## src/rtl/wb_initiator_pkg.sv

```systemverilog
// Shared configuration for the Wishbone initiator: bus widths and FSM state encoding.
package wb_initiator_pkg;

    localparam int unsigned WB_ADDR_W = 24;
    localparam int unsigned WB_DATA_W = 16;
    localparam int unsigned CNT_W     = 16;

    localparam logic [1:0] ST_IDLE = 2'd0;
    localparam logic [1:0] ST_BUS  = 2'd1;
    localparam logic [1:0] ST_RESP = 2'd2;

endpackage

```

## src/rtl/wb_initiator.sv

```systemverilog
// Single-transaction Wishbone initiator: accepts one request, runs one bus cycle
// with an ack timeout, and reports the completion as a one-cycle pulse.
module wb_initiator
    import wb_initiator_pkg::*;
#(
    parameter int unsigned TIMEOUT = 255
) (
    input  logic                 i_clk,
    input  logic                 i_rst,
    input  logic                 req_valid,
    output logic                 req_ready,
    input  logic                 req_we,
    input  logic [WB_ADDR_W-1:0] req_adr,
    input  logic [WB_DATA_W-1:0] req_dat,
    output logic                 resp_valid,
    output logic [WB_DATA_W-1:0] resp_dat,
    output logic                 resp_err,
    output logic                 wb_cyc,
    output logic                 wb_stb,
    output logic                 wb_we,
    output logic [WB_ADDR_W-1:0] wb_adr,
    output logic [WB_DATA_W-1:0] wb_o_dat,
    input  logic [WB_DATA_W-1:0] wb_i_dat,
    input  logic                 wb_ack
);

    localparam logic [CNT_W-1:0] TO_LAST = CNT_W'(TIMEOUT - 1);

    logic [1:0]       state;
    logic [CNT_W-1:0] cnt;

    // Handshake, bus and completion flags are pure decodes of the registered state.
    assign req_ready  = (state == ST_IDLE);
    assign wb_cyc     = (state == ST_BUS);
    assign wb_stb     = (state == ST_BUS);
    assign resp_valid = (state == ST_RESP);

    always_ff @(posedge i_clk or posedge i_rst) begin
        if (i_rst) begin
            state    <= ST_IDLE;
            cnt      <= '0;
            wb_we    <= 1'b0;
            wb_adr   <= '0;
            wb_o_dat <= '0;
            resp_dat <= '0;
            resp_err <= 1'b0;
        end else begin
            case (state)
                ST_IDLE: begin
                    if (req_valid) begin
                        wb_we    <= req_we;
                        wb_adr   <= req_adr;
                        wb_o_dat <= req_dat;
                        cnt      <= '0;
                        state    <= ST_BUS;
                    end
                end
                ST_BUS: begin
                    // Ack takes priority over a timeout landing on the same edge.
                    if (wb_ack) begin
                        resp_err <= 1'b0;
                        resp_dat <= wb_we ? '0 : wb_i_dat;
                        state    <= ST_RESP;
                    end else if (cnt == TO_LAST) begin
                        resp_err <= 1'b1;
                        resp_dat <= '0;
                        state    <= ST_RESP;
                    end else begin
                        cnt <= cnt + 1'b1;
                    end
                end
                ST_RESP: state <= ST_IDLE;
                default: state <= ST_IDLE;
            endcase
        end
    end

endmodule
```

## config.mk

```make
export PLATFORM = sky130hd
export DESIGN_NAME = wb_initiator
export DESIGN_NICKNAME = d
export VERILOG_FILES = /design/src/rtl/wb_initiator_pkg.sv /design/src/rtl/wb_initiator.sv
export SDC_FILE = /design/constraint.sdc
export NUM_CORES = 1
export LEC_CHECK = 0
export CAP_MARGIN = 20
export CORE_AREA = 2 2 89 91
export DETAILED_ROUTE_END_ITERATION = 6
export DIE_AREA = 0 0 91 93
export GPL_TIMING_DRIVEN = 0
export PLACE_DENSITY = 0.89
export REMOVE_ABC_BUFFERS = 1
export SYNTH_ARGS = -nofsm -noshare
export SYNTH_HDL_FRONTEND = slang
export SYNTH_SLANG_ARGS = --single-unit
```

## constraint.sdc

```tcl
create_clock -name i_clk -period 3.23 [get_ports i_clk]
set_clock_uncertainty 0.05 [all_clocks]
set_input_delay 0.646 -clock i_clk [delete_from_list [all_inputs] [get_ports i_clk]]
set_output_delay 0.646 -clock i_clk [all_outputs]
set_load 0.05 [all_outputs]
```

Word level (Yosys, flattened, before mapping):

Index checks and enable logic that the tools add are counted.

* input bits: 61
* output and inout port bits: 62
* register bits: 76

* reductions and logical operators: 7
* multiplexer cells: 13
* equal/unequal tests: 7
* add/subtract/negate cells: 1

Operator list (number)
* $mux 16: 6
* $pmux 16 s2: 1
* $add 16x1->16 const B: 1
* $eq 16x8->1 const B: 1
* $mux 2: 3
* $ne 2x2->1 const B: 3
* $reduce_and 2->1: 3
* $pmux 2 s2: 1
* $reduce_and 4->1: 1
* $reduce_bool 2->1: 2
* $ne 3x1->1 const B: 1
* $eq 2x1->1 const B: 1
* $eq 2x2->1 const B: 1
* $logic_not 2->1: 1
* $mux 1: 2

Depth between registers and ports, before layout:

* depth in word-level cells: 4
* gate-level depth with buffers: 8
* gate-level depth less buffers: 6

Least setup slack after synthesis:

No wires, ideal clock.

* path kind: flip-flop to output port
* from: register state[1]
* to: output port wb_stb
* slack: 0.692 ns
* arrival: 1.842 ns
* cell stages (with the launch flop): 6
* path through: dfrtp_1 nand2b_1 inv_2 buf_2 buf_1 buf_4

* longest elaborated chain between the ends: 1

Ends and longest elaborated chain
* start: declaration: RTL line wb_initiator.sv:29 `logic [1:0] state;`
* start signal: assignment: RTL line wb_initiator.sv:40 `state <= ST_IDLE;`
* start signal: assignment: RTL line wb_initiator.sv:55 `state <= ST_BUS;`
* start signal: assignment: RTL line wb_initiator.sv:63 `state <= ST_RESP;`
* $eq 2x1->1
* end: declaration: RTL line wb_initiator.sv:19 `output logic wb_stb,`

No other way between the ends.

Worst setup path in the final report:

* from: register state[1]
* to: output port wb_stb

* longest elaborated chain between the ends: 1

Ends and longest elaborated chain
* $eq 2x1->1: RTL line wb_initiator.sv:35 `assign wb_stb = (state == ST_BUS);`

No other way between the ends.

==> out/metrics.csv <==
metric,value,unit
status,finished clean,
finalSetupTns,0,ns
cp-end-kind,primary output,
clkTransAtPathRegs,0.08,ns
worstPathArrival,2.24,ns
cts_max_level,3,
antenna_found_initial,0,
cts_sinks,76,
critPathRequiredTime,2.53,ns
drv_cap,0,
hold_ws,0.439,ns
firstDrtPassIters,4,
die_h,93,µm
grt_start_max_net_pins,47,
rows,32,
drc,0,
globalplace.congestion,0.799,
p_seq_share,30.2,%
worstMarginPinSlew,0.747,ns
cts_buffer_depth,2,
synthDistinctLibCells,39,
clk_latency,0.33,ns
cts_resized,0,
wl,7670,µm
first_global_vias,2569,
holdPathEnd,wb_adr[15],
async_reset_ff_share,100,%
startpoint,state[1],
wl_per_cell,15.9,µm
synth_warnings,0,
num-nets-final,437,
crit_slowest_cell,clkdlybuf4s50_1,
critPathMaxStageDelay,0.89,ns
p_leak,1.99,nW
grt_setup_unrepaired,false,
via_per_inst,5.22,
fin_crit_sh,90.9,%
postCtsSetupRepairBufs,0,
start_util,43.0,%
ant_nets,0,
fmax,341,MHz
cts_tree,built,
die_area,8460,µm²
fillers,604,
use_met1,23.7,%
seq_area_frac_synth,58.8,%
r2r-start,cnt[0],
drive_gt1_share,18.2,%
root_buffer,clkbuf_8,
globalRouteTotalUtil,18.7,%
power_density,1110,nW/µm²
grt_busiest_layer,met2,
grt_pass1_wl,12700,µm
hold_viol_final,0,
drtIter0Drc,135,
n_antenna_cell,0,
r2r_cells,6,
grt_overflow,0,
synth-edff-count,0,
hold_start,wb_adr[15],
fin_crit,2.94,ns
hpwl,5460,µm
cts_hold_buf,0,
io_buffers,122,
slew_violations,0,
rr_endpoint,cnt[1],
power.internal,0.00291,W
use_met3,4.92,%
areaGrowthSynthToFinish,49.0,%
timing.slew.headroom,50.1,%
die_x,91,µm
syn_inst,250,
hold_depth,1,
ys_ff_latch,76,
crit_path_max_fanout,22,
ff_latch_area,1900,µm²
switchingPower,0.00244,W
p_clk_share,15.5,%
multi_input_area,1250,µm²
synth_flop_cell,dfrtp_1,
vias,2510,
ir_worst_vdd,632,µV
fin_ws,0.294,ns
combPwrFrac,54.3,%
switching_share,45.6,%
r2r_slack,0.93,ns
hp-class,flip-flop to flip-flop,
worstPathCellList,nand2b_1 > inv_2 > clkdlybuf4s50_1,
coreArea,7530,µm²
cts_buffers,9,
crit_type,flip-flop to primary output,
start_kind,flip-flop,
dp_slack,0.249,ns
netlist_area,3230,µm²
design.portCount,123,
avgSynthCellArea,12.9,µm²
setup_viol,0,
grt.met2_usage,31.3,%
power by group through the flow:
stage                     clock (W)  sequential, W  combinational (W)
after global placement            0        0.00161            0.00286
final                      0.000827        0.00162            0.00291
after floorplan                   0        0.00289           0.000622
after detailed placement          0        0.00163            0.00293
after CTS                  0.000848        0.00162            0.00293
after global routing       0.000905        0.00168            0.00302
cell usage in the layout (no fill, tap or decap), drive strengths merged, types with 3 or more instances in the layout:
cell type	count
clkdlybuf4s50	122
dfrtp	76
mux2	43
a22o	16
nand2	14
a31oi	13
clkbuf	11
nand3	10
nor2	7
nand2b	6
nand4	6
o21ai	5
inv	5
and4	4
o211ai	4
and3	4
a21oi	4
buf	3
worst max-delay path, delay by kind of cell (launching register included):
family	cells	cell delay, ns
DFF	1	0.42
and+or+nand+nor	1	0.23
buffers and inverters	2	1.25
per-layer routing:
metal / part of all wire, % / wire length, µm / vias up
met2: 52 / 3970 / 95
met5: 0 / 0 / -
met1: 40 / 3060 / 1222
li1: - / - / 1182
met4: 1.6 / 121 / 0
met3: 6.7 / 517 / 11
state kept, by name, indices dropped and copies added, names as in the netlist:
signal / count
state: 2
wb_o_dat: 16
resp_err: 1
wb_we: 1
resp_dat: 16
cnt: 16
wb_adr: 24
through the flow:
stage                     instances  cell area (µm²)  power (W)  utilization (%)
final                           481             4820    0.00535             64.0
after floorplan                 238             3160    0.00351                -
after global placement          462             4510    0.00447             60.0
after detailed placement        465             4580    0.00456             60.9
after CTS                       481             4820    0.00540             64.0
after global routing            481             4820    0.00560             64.0
synth_stat cells (all sizes together), types with 5 or more instances:
library cell	number	area [µm²]
nand2b	6	37.5
buf	11	65.1
a31oi	13	81.3
mux2	43	484
nor2	7	31.3
a22o	16	140
nand2	14	52.6
inv	5	18.8
nand4	6	37.5
dfrtp	76	1900
nand3	10	50.1
o21ai	5	36.3
kinds of logic (layout without fill, tap and decap cells):
family / after synthesis / after routing / synth area share, %
adders and majority gates: 2 / 2 / 0.774
buffers and inverters: 17 / 146 / 2.71
muxes: 43 / 43 / 15.0
DFF: 76 / 76 / 58.8
and+or+nand+nor: 64 / 64 / 11.6
AOI/OAI and AO/OA: 48 / 48 / 11.1
area by class of cell:
cell class | count | share of cell area, %
multi-input combinational | 157 | 25.9
sequential | 76 | 39.5
timing repair buffer | 125 | 26.6
clock inverter | 5 | 1.74
inverter | 5 | 0.442
tap | 102 | 2.65
clock buffer | 11 | 3.14
worst max path at each step:
stage / endpoint / slack, ns
after floorplan: wb_adr[0] / 0.57
after global placement: cnt[7] / -0.56
after detailed placement: wb_o_dat[13] / 0.25
after CTS: wb_stb / 0.27
after global routing: wb_stb / 0.17
final: wb_stb / 0.29
Power figures use the tool's default switching activity.
